### config.mk
export PLATFORM = sky130hd
export DESIGN_NAME = noc_input_unit_flat
export DESIGN_NICKNAME = d
export VERILOG_FILES = /design/src/rtl/noc_pkg.sv /design/src/rtl/noc_input_unit_if.sv /design/src/rtl/circ_fifo.sv /design/src/rtl/noc_input_unit.sv /design/src/flat_wrapper.sv
export SDC_FILE = /design/constraint.sdc
export NUM_CORES = 1
export LEC_CHECK = 0
export CAP_MARGIN = 20
export CORE_MARGIN = 2
export CORE_UTILIZATION = 33
export CTS_CLUSTER_SIZE = 8
export DETAILED_ROUTE_END_ITERATION = 10
export SLEW_MARGIN = 20
export SYNTH_ARGS = -nofsm -noshare
export SYNTH_HDL_FRONTEND = slang
export SYNTH_SLANG_ARGS = --single-unit
### constraint.sdc
create_clock -name clk_i -period 3 [get_ports clk_i]
set_clock_uncertainty 0.05 [all_clocks]
set_input_delay 0.6 -clock clk_i [delete_from_list [all_inputs] [get_ports clk_i]]
set_output_delay 0.6 -clock clk_i [all_outputs]
set_load 0.01 [all_outputs]
### src/rtl/noc_pkg.sv
// ----------------------------------------------------------------------------
// noc_pkg
// Shared NoC definitions: flit ID encodings, output port indices, the input
// unit FSM state type and the XY routing function used by router inputs.
// ----------------------------------------------------------------------------
package noc_pkg;

    // Flit IDs carried in the top bits of every flit
    localparam logic [1:0] SINGLE_ID = 2'b00;  // head and tail in one flit
    localparam logic [1:0] HEAD_ID   = 2'b01;
    localparam logic [1:0] BODY_ID   = 2'b10;
    localparam logic [1:0] TAIL_ID   = 2'b11;

    // Output port order of a 5-port mesh router
    localparam int unsigned PORT_LOCAL = 0;
    localparam int unsigned PORT_EAST  = 1;
    localparam int unsigned PORT_WEST  = 2;
    localparam int unsigned PORT_NORTH = 3;
    localparam int unsigned PORT_SOUTH = 4;

    typedef enum logic [1:0] {
        ST_IDLE   = 2'd0,
        ST_REQ    = 2'd1,
        ST_ACTIVE = 2'd2
    } state_e;

    // Dimension-ordered routing: X is resolved completely before Y.
    function automatic int unsigned xy_route(
        input int unsigned dst_x,
        input int unsigned dst_y,
        input int unsigned cur_x,
        input int unsigned cur_y
    );
        int unsigned port;
        if (dst_x > cur_x)      port = PORT_EAST;
        else if (dst_x < cur_x) port = PORT_WEST;
        else if (dst_y > cur_y) port = PORT_NORTH;
        else if (dst_y < cur_y) port = PORT_SOUTH;
        else                    port = PORT_LOCAL;
        return port;
    endfunction

endpackage

### src/rtl/noc_input_unit_if.sv
// ----------------------------------------------------------------------------
// noc_input_unit_if
// Bundles the upstream flit link and the allocator/crossbar handshake of one
// router input port.
//   flit_i/vld_i/rdy_o       : upstream flit link
//   req_o/grant_i/oc_rdy_i   : allocator request, grant and output readiness
//   flit_o/vld_o/is_tail_o   : head-of-buffer flit toward the crossbar
//   err_o                    : stray non-header flit dropped
// slave modport is the input unit, master modport is its environment.
// ----------------------------------------------------------------------------
interface noc_input_unit_if #(
    parameter int FLIT_W = 10,
    parameter int OUT_N  = 5
);
    logic [FLIT_W-1:0] flit_i;
    logic              vld_i;
    logic              rdy_o;
    logic [OUT_N-1:0]  req_o;
    logic [OUT_N-1:0]  grant_i;
    logic [OUT_N-1:0]  oc_rdy_i;
    logic [FLIT_W-1:0] flit_o;
    logic              vld_o;
    logic              is_tail_o;
    logic              err_o;

    modport slave (
        input  flit_i, vld_i, grant_i, oc_rdy_i,
        output rdy_o, req_o, flit_o, vld_o, is_tail_o, err_o
    );

    modport master (
        output flit_i, vld_i, grant_i, oc_rdy_i,
        input  rdy_o, req_o, flit_o, vld_o, is_tail_o, err_o
    );
endinterface

### src/rtl/circ_fifo.sv
// ----------------------------------------------------------------------------
// circ_fifo
// Circular flit buffer without bypass. Pointers carry one extra wrap bit so
// full/empty come from comparing the MSBs.
//   clk_i, rst_ni      : clock, asynchronous active-low reset
//   wr_en_i, data_i    : push request and data (ignored while full)
//   rd_en_i            : pop request (ignored while empty)
//   data_o             : head entry, zero while empty
//   full_o, empty_o    : occupancy flags
// ----------------------------------------------------------------------------
module circ_fifo #(
    parameter int DATA_W = 10,
    parameter int DEPTH  = 4
) (
    input  logic              clk_i,
    input  logic              rst_ni,
    input  logic              wr_en_i,
    input  logic [DATA_W-1:0] data_i,
    input  logic              rd_en_i,
    output logic [DATA_W-1:0] data_o,
    output logic              full_o,
    output logic              empty_o
);
    localparam int AW = $clog2(DEPTH);
    localparam logic [AW:0] PTR_ONE = (AW+1)'(1);

    logic [AW:0]       r_wr_ptr;
    logic [AW:0]       r_rd_ptr;
    logic [DATA_W-1:0] r_mem [DEPTH];

    logic w_push;
    logic w_pop;

    assign w_push = wr_en_i && !full_o;
    assign w_pop  = rd_en_i && !empty_o;

    // NOTE: state registers use non-blocking assignments so every always_ff
    // reads the pre-edge values of its neighbours, exactly like real flops.
    always_ff @(posedge clk_i or negedge rst_ni) begin
        if (!rst_ni) begin
            r_wr_ptr <= '0;
            r_rd_ptr <= '0;
        end else begin
            if (w_push) r_wr_ptr <= r_wr_ptr + PTR_ONE;
            if (w_pop)  r_rd_ptr <= r_rd_ptr + PTR_ONE;
        end
    end

    // NOTE: the storage array is deliberately not reset; clearing the pointers
    // already makes every entry invalid, and a reset would forbid RAM mapping.
    always_ff @(posedge clk_i) begin
        if (w_push) r_mem[r_wr_ptr[AW-1:0]] <= data_i;
    end

    assign empty_o = (r_wr_ptr == r_rd_ptr);
    assign full_o  = (r_wr_ptr[AW] != r_rd_ptr[AW]) &&
                     (r_wr_ptr[AW-1:0] == r_rd_ptr[AW-1:0]);
    // Masked while empty so stale or uninitialised storage never shows up.
    assign data_o  = empty_o ? '0 : r_mem[r_rd_ptr[AW-1:0]];

endmodule

### src/rtl/noc_input_unit.sv
// ----------------------------------------------------------------------------
// noc_input_unit
// Router input port: buffers incoming flits, XY-routes the header at the head
// of the buffer, requests the chosen output allocator and streams the packet
// under grant and output backpressure until its tail leaves.
//   clk_i, rst_ni : clock, asynchronous active-low reset
//   bus (slave)   : upstream link flit_i/vld_i/rdy_o; allocator side
//                   req_o/grant_i/oc_rdy_i; crossbar side flit_o/vld_o/
//                   is_tail_o; err_o pulses when a stray flit is dropped
// ----------------------------------------------------------------------------
module noc_input_unit
    import noc_pkg::*;
#(
    parameter int          FLIT_W     = 10,
    parameter int          FLIT_ID_W  = 2,
    parameter int          COORD_W    = 2,
    parameter int unsigned X_CUR      = 0,
    parameter int unsigned Y_CUR      = 0,
    parameter int          FIFO_DEPTH = 4,
    parameter int          OUT_N      = 5
) (
    input  logic                  clk_i,
    input  logic                  rst_ni,
    noc_input_unit_if.slave       bus
);
    localparam logic [OUT_N-1:0] ROUTE_ONE = OUT_N'(1);

    logic [FLIT_W-1:0]    w_head;
    logic                 w_full;
    logic                 w_empty;
    logic [FLIT_ID_W-1:0] w_head_id;
    logic                 w_head_is_hdr;
    logic                 w_head_is_end;
    logic [COORD_W-1:0]   w_dst_x;
    logic [COORD_W-1:0]   w_dst_y;
    int unsigned          w_route_port;
    logic [OUT_N-1:0]     w_route_oh;
    logic                 w_busy;
    logic                 w_vld;
    logic                 w_xfer;
    logic                 w_tail_xfer;
    logic                 w_drop;

    state_e               r_state;
    logic [OUT_N-1:0]     r_route;
    logic                 r_err;

    circ_fifo #(
        .DATA_W (FLIT_W),
        .DEPTH  (FIFO_DEPTH)
    ) u_fifo (
        .clk_i   (clk_i),
        .rst_ni  (rst_ni),
        .wr_en_i (bus.vld_i),
        .data_i  (bus.flit_i),
        .rd_en_i (w_xfer || w_drop),
        .data_o  (w_head),
        .full_o  (w_full),
        .empty_o (w_empty)
    );

    assign w_head_id     = w_head[FLIT_W-1 -: FLIT_ID_W];
    assign w_head_is_hdr = (w_head_id == FLIT_ID_W'(HEAD_ID)) ||
                           (w_head_id == FLIT_ID_W'(SINGLE_ID));
    assign w_head_is_end = (w_head_id == FLIT_ID_W'(TAIL_ID)) ||
                           (w_head_id == FLIT_ID_W'(SINGLE_ID));

    assign w_dst_x      = w_head[COORD_W-1:0];
    assign w_dst_y      = w_head[2*COORD_W-1:COORD_W];
    assign w_route_port = xy_route(32'(w_dst_x), 32'(w_dst_y), X_CUR, Y_CUR);
    assign w_route_oh   = ROUTE_ONE << w_route_port;

    // A packet owns the output from the REQ decision until its tail leaves.
    assign w_busy      = (r_state != ST_IDLE);
    assign w_vld       = w_busy && !w_empty;
    // Grant bits for outputs other than the routed one are masked here.
    assign w_xfer      = w_vld && |(bus.grant_i & r_route & bus.oc_rdy_i);
    assign w_tail_xfer = w_xfer && w_head_is_end;
    // Body/tail at the head while no packet is open belongs to nothing.
    assign w_drop      = (r_state == ST_IDLE) && !w_empty && !w_head_is_hdr;

    always_ff @(posedge clk_i or negedge rst_ni) begin
        if (!rst_ni) begin
            r_state <= ST_IDLE;
            r_route <= '0;
            r_err   <= 1'b0;
        end else begin
            r_err <= 1'b0;
            unique case (r_state)
                ST_IDLE: begin
                    if (!w_empty) begin
                        if (w_head_is_hdr) begin
                            r_route <= w_route_oh;
                            r_state <= ST_REQ;
                        end else begin
                            r_err <= 1'b1;
                        end
                    end
                end
                ST_REQ: begin
                    // Single-flit packets leave straight from REQ.
                    if (w_tail_xfer)                   r_state <= ST_IDLE;
                    else if (|(bus.grant_i & r_route)) r_state <= ST_ACTIVE;
                end
                ST_ACTIVE: begin
                    if (w_tail_xfer) r_state <= ST_IDLE;
                end
                default: r_state <= ST_IDLE;
            endcase
        end
    end

    assign bus.rdy_o     = !w_full;
    assign bus.req_o     = w_busy ? r_route : '0;
    assign bus.flit_o    = w_head;
    assign bus.vld_o     = w_vld;
    assign bus.is_tail_o = w_vld && w_head_is_end;
    assign bus.err_o     = r_err;

endmodule

### src/flat_wrapper.sv
// flat-port wrapper written by rule: the top's interface ports become plain ports
module noc_input_unit_flat import noc_pkg::*;
#(
    parameter int          FLIT_W     = 10,
    parameter int          FLIT_ID_W  = 2,
    parameter int          COORD_W    = 2,
    parameter int unsigned X_CUR      = 0,
    parameter int unsigned Y_CUR      = 0,
    parameter int          FIFO_DEPTH = 4,
    parameter int          OUT_N      = 5
)
  (clk_i, rst_ni, bus_flit_i, bus_vld_i, bus_grant_i, bus_oc_rdy_i, bus_rdy_o, bus_req_o, bus_flit_o, bus_vld_o, bus_is_tail_o, bus_err_o);
  noc_input_unit_if #(.FLIT_W(FLIT_W), .OUT_N(OUT_N)) bus_i ();
  input  logic clk_i;
  input  logic rst_ni;
  input wire logic [$bits(bus_i.flit_i)-1:0] bus_flit_i;
  input wire logic [$bits(bus_i.vld_i)-1:0] bus_vld_i;
  input wire logic [$bits(bus_i.grant_i)-1:0] bus_grant_i;
  input wire logic [$bits(bus_i.oc_rdy_i)-1:0] bus_oc_rdy_i;
  output wire logic [$bits(bus_i.rdy_o)-1:0] bus_rdy_o;
  output wire logic [$bits(bus_i.req_o)-1:0] bus_req_o;
  output wire logic [$bits(bus_i.flit_o)-1:0] bus_flit_o;
  output wire logic [$bits(bus_i.vld_o)-1:0] bus_vld_o;
  output wire logic [$bits(bus_i.is_tail_o)-1:0] bus_is_tail_o;
  output wire logic [$bits(bus_i.err_o)-1:0] bus_err_o;
  assign bus_i.flit_i = bus_flit_i;
  assign bus_i.vld_i = bus_vld_i;
  assign bus_i.grant_i = bus_grant_i;
  assign bus_i.oc_rdy_i = bus_oc_rdy_i;
  assign bus_rdy_o = bus_i.rdy_o;
  assign bus_req_o = bus_i.req_o;
  assign bus_flit_o = bus_i.flit_o;
  assign bus_vld_o = bus_i.vld_o;
  assign bus_is_tail_o = bus_i.is_tail_o;
  assign bus_err_o = bus_i.err_o;
  noc_input_unit #(.FLIT_W(FLIT_W), .FLIT_ID_W(FLIT_ID_W), .COORD_W(COORD_W), .X_CUR(X_CUR), .Y_CUR(Y_CUR), .FIFO_DEPTH(FIFO_DEPTH), .OUT_N(OUT_N)) u_core (.clk_i(clk_i), .rst_ni(rst_ni), .bus(bus_i));
endmodule
-- After elaboration in Yosys (flattened, before gate mapping)
Memories as Yosys holds them, arrays and structs flattened.
Cells that the tools add are included.
- memories: 1
- input port bits: 23
- bits in registers: 14
- output and inout bits: 19
- RAM bits: 40
- bitwise logic cells: 3
- mux-type cells: 15
- equal/unequal tests: 11
- add/sub/neg operators: 2
- reduce and logical (&&, ||, !) cells: 22
- order comparisons: 2
- shift operators: 1
- memory list (name ; words ; width ; rd ports ; clocked after Yosys merged registers in ; wr ports ; RTL line ; RTL):
    u_core.u_fifo.r_mem ; 4 ; 10 ; 1 ; 0 ; 1 ; circ_fifo.sv:29 ; logic [DATA_W-1:0] r_mem [DEPTH];
- operator list (cell ; number):
    2-bit 2-to-1 mux ; 7
    5-bit AND ; 2
    10-bit 2-to-1 mux ; 1
    5-bit OR reduction ; 2
    1-bit logical AND ; 9
    3-bit by 1-bit adder with 3-bit output, second input constant ; 2
    2-bit case mux with 3 select lines ; 1
    1-bit 2-to-1 mux ; 5
    5-bit 2-to-1 mux ; 1
    1-bit by 2-bit << shifter with 5-bit output, first input constant ; 1
    2-bit by 1-bit equality test with 1-bit output, second input constant ; 2
    2-bit equality test, second input constant ; 2
    2-bit by 1-bit greater-than comparator with 1-bit output, second input constant ; 2
    2-bit zero test ; 2
    2-bit by 1-bit != test with 1-bit output, second input constant ; 2
    4-bit AND reduction ; 1
    3-bit equality test ; 1
    1-bit zero test ; 3
    1-bit logical OR ; 3
    3-bit by 1-bit != test with 1-bit output, second input constant ; 1
    3-bit AND reduction ; 1
    2-bit equality test ; 1
    2-bit != test, second input constant ; 1
    2-bit nonzero test ; 1
    2 further kinds ; 2

-- Depth between registers and ports, before layout
Gate-level depths: netlist of the first run.
- word-level depth: 8
- gate-level depth with buffers: 10
- gate-level depth less buffers: 8

-- Cells and area by module
Synthesis of the first run repeated with hierarchy kept, for this count alone.
- cells, all modules: 157
- area, all modules: 2531.2 um^2
- modules (own cells, without submodules) (module ; area an instance (um^2) ; seq. area each (um^2) ; instances ; cells each):
    circ_fifo ; 2088.3 ; 1351.3 ; 1 ; 110
    noc_input_unit ; 442.9 ; 175.2 ; 1 ; 47

-- Least setup slack after synthesis of the first run
OpenSTA, ideal clock, no wires.
- kind: reg-to-reg
- from: register u_core.u_fifo.r_rd_ptr[1]
- to: register u_core.u_fifo.r_rd_ptr[1]
- path slack: 355 ps
- clock period less this slack: 2645 ps
- cell stages (with the launch flop): 11
- data arrival time: 2470 ps
- buffers on the path: 2
- setup time: 125 ps
- required time: 2825 ps
- cells stage by stage: dfrtp_1 > buf_2 > xnor2_1 > and3b_1 > clkbuf_1 > a211o_1 > inv_1 > ha_1 > o21ai_1 > o211ai_1 > mux2_2
- cells in the longest elaborated chain, start to end: 8
- elaborated cells between the ends (all ways): 15
- RTL lines (what ; RTL line ; RTL):
    start: declaration ; circ_fifo.sv:28 ; logic [AW:0] r_rd_ptr;
    start signal: assignment ; circ_fifo.sv:45 ; if (w_pop) r_rd_ptr <= r_rd_ptr + PTR_ONE;
    memory read 4 x 10 bit or 3-bit equality test (tied branches) ; n/a ;
    10-bit 2-to-1 mux (*) ; circ_fifo.sv:59 ; assign data_o = empty_o ? '0 : r_mem[r_rd_ptr[AW-1:0]];
    net bus_flit_o[8] ; flat_wrapper.sv:22 ; output wire logic [$bits(bus_i.flit_o)-1:0] bus_flit_o;
    2-bit by 1-bit equality test with 1-bit output or 2-bit zero test (tied branches) ; noc_input_unit.sv:63, noc_input_unit.sv:64 ;
    1-bit logical OR (*) ; noc_input_unit.sv:63 ; assign w_head_is_hdr = (w_head_id == FLIT_ID_W'(HEAD_ID)) ||
    1-bit zero test (*) ; noc_input_unit.sv:80 ; assign w_drop = (r_state == ST_IDLE) && !w_empty && !w_head_is_hdr;
    1-bit logical AND (*) ; noc_input_unit.sv:80 ;
    1-bit logical OR (*) ; noc_input_unit.sv:56 ; .rd_en_i (w_xfer || w_drop),
    1-bit logical AND (*) ; circ_fifo.sv:35 ; assign w_pop = rd_en_i && !empty_o;
The timed path passes the listed nets; every way through them passes the cells marked *.
A chain may end at the register's enable or synchronous reset.

-- Final worst setup path of the first run
- from: register u_core.u_fifo.r_rd_ptr[0]
- to: output bus_flit_o[3]
- cells in the longest elaborated chain, start to end: 2
- elaborated cells between the ends (all ways): 3
- RTL lines (what ; RTL line):
    memory read 4 x 10 bit or 3-bit equality test (tied branches) ; n/a
    10-bit 2-to-1 mux (*) ; circ_fifo.sv:59
    end: declaration ; flat_wrapper.sv:22
Mark *: on every way between the ends. The rest lies on a longest branch, timed or not.

==> metrics.txt, run 1 <==
element type at the critical path end=output pin; clk sink count=53; CP Max Fanout=14; Reg-to-Reg Start=u_core.u_fifo.r_rd_ptr[1]; Reg area=1530 µm²; Bufs on Longest Clock Path=2; total power per unit cell area=between 600 and 700 nW/µm²; setup repair after global routing missed its margin=no; sequential share of the synthesized area=0.657; Final ANT Viol Nets=0; Die H=approximately 88 µm; Layout area overhead=27.9%; CTS root buf=clkbuf_8; Layout fillers=roughly 630; Skew-Pair Late Insertion Delay=0.29 ns; Max Clk Rate=351 MHz; First-pass DRT Iterations=4; CTS tree=yes; synth warn=0; DRC=0; Reg-to-Reg End=u_core.u_fifo.r_rd_ptr[1]; Slew Limit Fails=0; layout cells sized above 1=0.153; Synth top area share=0.517; HP Class=reg -> reg; initial antenna violation count=0; Synth area leaders=edfxtp_1 52%, dfrtp_1 14%, mux4_2 6.8%; IO buf count=38; overall routing resource usage=0.116; Cells after Synth=150; total routed wirelength=a little over 4000 µm; routing usage on met2=0.189; multi-input logic area=around 740 µm²; synthesized area=2320 µm²; #FFs+latches synth=53; Num CTS Buffers=5; status=finished, final reports clean; reg2reg path depth=9; die area=7720 µm²; first-pass GRT wire length=6660 µm; Starting Density=0.342; M3 GR Usage=0.0330; Final Setup Violations=0; GR Util met1=0.153; peak supply drop=about 0.32 mV; crit start category=register; Core Box Area=6790 µm²; nets=between 200 and 250; Least-Margin Pin Slew=0.581 ns; Hold Vio Cnt, Final=0; H-tree levels=2; row count=30; Syn Nets=180; P_leak=1.10 nW; Critical Path Start=u_core.u_fifo.r_rd_ptr[0]; normalized max-slew margin=0.611; grt ovf=0; detailed-route via count=1352; vias in the first global route=1369; gr busiest metal=met2; DR WL/cell=13.9 µm; Final Core Density=0.437; crit path to=bus_flit_o[3]; width of the die=87.9 µm; CTS Hold Bufs=0; worst reg2reg setup slack=0.55 ns; period utilization=0.950; ANT cells=0; vias per cell=approximately 4.5; post-DP HPWL=2960 µm; Final Critical Period=2.85 ns; CP Data Arrival Time=2.20 ns; Netlist cell types=41; I/O pin cnt=42; Sum Neg Setup Slack=0 ns; post-synth top area cell=edfxtp_1; routability cong.=roughly 0.7; initial drt markers=38; max cap viols=0; largest net degree at the start of global routing=16; Reg clk slew, reported paths=0.09 ns; CP Class=reg -> out; post-synthesis area per instance=15.5 µm²; WP data required=2.35 ns
-- state kept, by name, summed over array words and instances (netlist names) --
signal                  count
u_core.r_state              2
u_core.u_fifo.r_rd_ptr      3
u_core.r_route              4
u_core.u_fifo.r_wr_ptr      3
u_core.u_fifo.r_mem        40
u_core.bus.err_o            1
-- routing by layer --
layer / vias to the layer above / part of all wire
li1: 658 / -
met1: 657 / 0.45
met2: 35 / 0.49
met3: 2 / 0.055
met4: 0 / 0.0029
met5: - / 0
-- layout by cell type, fill, tap and decap left out, drive strengths merged, types with 2 or more instances in the layout --
| cell type | Yosys | layout |
|---|---|---|
| buf | 5 | 13 |
| nand2 | 3 | 3 |
| and2 | 12 | 12 |
| nor2b | 8 | 8 |
| mux2i | 2 | 2 |
| xor2 | 2 | 2 |
| a211o | 2 | 2 |
| clkdlybuf4s50 | 0 | 37 |
| edfxtp | 40 | 40 |
| inv | 5 | 5 |
| dfrtp | 13 | 13 |
| a22oi | 2 | 2 |
| clkbuf | 2 | 6 |
| o21ai | 5 | 5 |
| ha | 7 | 7 |
| clkinv | 0 | 2 |
| nand3 | 5 | 5 |
| xnor2 | 5 | 5 |
| mux4 | 8 | 8 |
| a211oi | 2 | 2 |
| nor2 | 5 | 5 |
-- cell usage after synthesis --
cell	instances
a211o_1	2
a31oi_1	1
nand4_1	1
nand3_1	5
nor4b_1	1
buf_2	2
mux2_2	1
mux2i_1	2
mux4_2	7
a21oi_1	1
buf_1	1
buf_4	1
o2111ai_1	1
inv_1	5
xor2_1	2
and2_1	12
edfxtp_1	40
dfrtp_1	13
and3b_1	1
a211oi_1	2
o211ai_1	1
buf_6	1
o22ai_1	1
nand2_1	3
nand2b_1	1
nand3b_1	1
o21ai_0	3
clkbuf_1	2
o21a_1	1
ha_1	7
mux4_1	1
xnor2_1	5
conb_1	1
nor2b_1	8
or4_4	1
a22oi_1	2
o31ai_2	1
o22a_1	1
nor3_1	1
nor2_1	5
o21ai_1	2
-- how the worst min path moves through the flow --
stage,endpoint,depth (start not counted),start
2_1_floorplan,u_core.bus.err_o,0,rst_ni
3_3_place_gp,u_core.u_fifo.r_wr_ptr[2],1,u_core.u_fifo.r_wr_ptr[2]
3_5_place_dp,u_core.u_fifo.r_wr_ptr[2],1,u_core.u_fifo.r_wr_ptr[2]
4_1_cts,u_core.u_fifo.r_wr_ptr[2],1,u_core.u_fifo.r_wr_ptr[2]
5_1_grt,u_core.u_fifo.r_wr_ptr[2],1,u_core.u_fifo.r_wr_ptr[2]
6_report,u_core.u_fifo.r_wr_ptr[2],1,u_core.u_fifo.r_wr_ptr[2]
-- cell families after synthesis --
logic type	Yosys count	synth area share
AND/OR/NAND/NOR	40	0.101
other	1	0.00161
buffers and inverters	12	0.0253
AO/OA/AOI/OAI	19	0.0582
adder cells (fa/ha/maj)	7	0.0377
multiplexers	11	0.0927
XOR/XNOR	7	0.0264
flip-flops	53	0.657
-- critical path, cell delays in order, from the launching register on --
cell and delay [ns]:
dfrtp_1 0.38, buf_4 0.27, mux4_1 0.59, and2_1 0.19
clkdlybuf4s50_1 0.48
-- stage by stage --
stage          power, mW  hold WS [ns]  setup WS [ns]  area [µm²]  std cells
4_1_cts             2.00         0.447         0.0435        2950        296
5_1_grt             2.12         0.501        0.00289        2970        298
6_report            1.99         0.481          0.151        2970        298
3_5_place_dp        1.63         0.434          0.193        2870        288
3_3_place_gp        1.63         0.424          0.177        2870        288
2_1_floorplan       1.29         0.254          0.355        2320        150
-- power breakdown --
part,switching (mW),internal [mW],total (mW)
registers,0.0450,0.929,0.973
logic,0.309,0.330,0.639
clock network,0.213,0.162,0.375
total,0.567,1.42,1.99
-- what timing repair did --
item	in CTS	in global routing
setup endpoints to repair	1	7
pin swaps	0	1
resized for setup	1	1
buffers inserted	0	2
-- area by class of cell --
| class | instances | share of cell area |
|---|---|---|
| flip-flops and latches | 53 | 0.514 |
| multi-input cells | 85 | 0.251 |
| repair buffers | 51 | 0.161 |
| well taps | 96 | 0.0405 |
| clock buffers | 6 | 0.0244 |
| inverters | 5 | 0.00632 |
| clock inverters | 2 | 0.00337 |
No activity file was read; power rests on OpenSTA's default activity.
==> run 2, diff against run 1 <==
--- a/config.mk
+++ b/config.mk
@@ -7,9 +7,10 @@
 export LEC_CHECK = 0
 export CAP_MARGIN = 20
 export CORE_MARGIN = 2
-export CORE_UTILIZATION = 33
+export CORE_UTILIZATION = 50
 export CTS_CLUSTER_SIZE = 8
 export DETAILED_ROUTE_END_ITERATION = 10
+export PLACE_DENSITY = 0.77
 export SLEW_MARGIN = 20
 export SYNTH_ARGS = -nofsm -noshare
 export SYNTH_HDL_FRONTEND = slang
==> metrics.txt, run 2 (same netlist as run 1, synthesis figures left out) <==
P_leak=1.08 nW (-1.4%); Non-Filler Instances=249 (-16%); Least-Margin Pin Slew=0.623 ns (+0.0419 ns); detailed-route via count=1378 (+1.9%); CP Data Arrival Time=2.25 ns (+0.05 ns); commonest non-fill, non-tap cell in the layout=edfxtp_1; DRC=0 (unchanged); Starting Density=0.526 (+0.184); grt ovf=0 (unchanged); largest net degree at the start of global routing=16 (unchanged); Final Setup Violations=0 (unchanged); WP data required=2.35 ns (about the same); die area=5210 µm² (-33%); clk sink count=53 (unchanged); initial antenna violation count=0 (unchanged); I/O pin cnt=42 (unchanged); total power per unit cell area=705 nW/µm² (+5.2%); vias per cell=5.53 (+22%); Core Box Area=4410 µm² (-35%); most frequent cells in the layout=40 x edfxtp_1, 37 x clkdlybuf4s50_1, 13 x dfrtp_1, 12 x and2_1; CP Max Fanout=3 (-11); Layout area overhead=25.1%; Final Critical Period=2.90 ns (+0.0497 ns); post-DP HPWL=3070 µm (+3.6%); overall routing resource usage=0.181 (+0.0648); placed cell areas=2780 µm² (-3.0%); CTS Hold Bufs=0 (unchanged); crit start category=register; Bufs on Longest Clock Path=2 (unchanged); First-pass DRT Iterations=4 (unchanged); Slew Limit Fails=0 (unchanged); max cap viols=0 (unchanged); Final ANT Viol Nets=0 (unchanged); Reg clk slew, reported paths=0.09 ns (about the same); Hold Vio Cnt, Final=0 (unchanged); element type at the critical path end=output pin; max reg flops=40 (unchanged); Layout fillers=340 (-46%); Reg power frac=0.477 (-0.013); normalized max-slew margin=0.583 (-0.0280); post-route cell area=2910 µm² (-2.1%); total power draw=2.05 mW (+3.0%); layout cells sized above 1=0.132 (-0.0215); ANT cells=0 (unchanged); switching pwr=0.567 mW (about the same); period utilization=0.966 (+0.0166); Clk network pwr share=0.222 (+0.033); IO buf count=38 (unchanged); status=finished, final reports clean; Sum Neg Setup Slack=0 ns (unchanged); setup repair after global routing missed its margin=no; Num CTS Buffers=5 (unchanged); vias in the first global route=1464 (+6.9%); Skew-Pair Late Insertion Delay=0.30 ns (about the same); width of the die=72.2 µm (-18%); Die H=72.2 µm (-18%); DR WL/cell=17.2 µm (+24%); initial drt markers=55 (+45%); Max Clk Rate=345 MHz (-1.7%); CTS tree=yes; routability cong.=0.785 (+10%); switch share=0.277 (-0.00848); DP Cell Count=240 (-17%); nets=226 (-2.2%); CP Class=reg -> out; total routed wirelength=4280 µm (+3.3%); H-tree levels=2 (unchanged); Internal=1.48 mW (+4.2%); Comb power frac=0.301 (-0.020); CTS root buf=clkbuf_8; peak supply drop=0.358 mV (+11%); HP Class=reg -> reg; row count=24 (-20%); first-pass GRT wire length=6910 µm (+3.8%)
run 2: changes by cell type in the layout (fill, tap and decap cells not counted):
cell       change
bufinv_16      +1
buf_4          -5
nor3_2         +1
nor3_1         -1
clkinv_2       -2
clkinv_1       +1
run 2: critical path: stages (launching register included):
cell and delay, ns:
dfrtp_1 0.43, xor2_2 0.22, and3b_1 0.23, a211o_1 0.27, ha_1 0.32, nor3_2 0.18
dlygate4sd2_1 0.29
run 2: timing repair:
| item | CTS | global route |
|---|---|---|
| gates cloned | 0 | 0 |
| pin swaps | 0 | 1 |
| resized for setup | 2 | 1 |
| endpoints found under the setup margin | 1 | 1 |
| buffers inserted | 0 | 1 |
run 2: final timing paths:
path | from | slack (ns) | end | cells past startpoint
setup / recovery | u_core.u_fifo.r_rd_ptr[2] | 0.10 | bus_is_tail_o | 6
hold / removal | u_core.u_fifo.r_wr_ptr[2] | 0.48 | u_core.u_fifo.r_wr_ptr[2] | 1
setup reg to reg | u_core.u_fifo.r_rd_ptr[2] | 0.47 | u_core.u_fifo.r_rd_ptr[1] | 7
hold reg to reg | u_core.u_fifo.r_wr_ptr[2] | 0.48 | u_core.u_fifo.r_wr_ptr[2] | 1
max in group asynchronous | rst_ni | 1.87 | u_core.u_fifo.r_wr_ptr[1] | 1
min in group asynchronous | rst_ni | 0.63 | u_core.u_fifo.r_rd_ptr[1] | 1
run 2: area by class of cell:
type | instances | area (µm²) | area share
clock buffers | 6 | 72.6 | 0.0250
flip-flops and latches | 53 | 1530 | 0.525
well taps | 52 | 65.1 | 0.0224
multi-input cells | 85 | 749 | 0.258
repair buffers | 46 | 439 | 0.151
inverters | 5 | 18.8 | 0.00646
clock inverters | 2 | 33.8 | 0.0116
run 2: per-stage QoR:
step                      setup WS (ns)  hold WS, ns   util
final                             0.102        0.479  0.658
after global placement            0.139        0.425  0.630
after CTS                        0.0526        0.481  0.655
after floorplan                   0.355        0.254      -
after global routing            0.00669        0.502  0.658
after detailed placement         0.0877        0.438  0.630
run 2: layer usage:
metal	track usage	vias to the layer above	routed length [µm]	share of wire
met5	0	-	0	0
met4	0.0629	0	58	0.014
met2	0.324	34	2280	0.53
met3	0.0486	5	184	0.043
li1	-	652	-	-
met1	0.208	687	1760	0.41
run 2: power groups by stage:
stage                     logic [mW]  clock network, mW  registers [mW]
after floorplan                0.314                  0           0.975
after global placement         0.591                  0           0.980
after detailed placement       0.611                  0           0.992
after CTS                      0.608              0.467           0.978
after global routing           0.676              0.500           0.987
final                          0.617              0.454           0.976
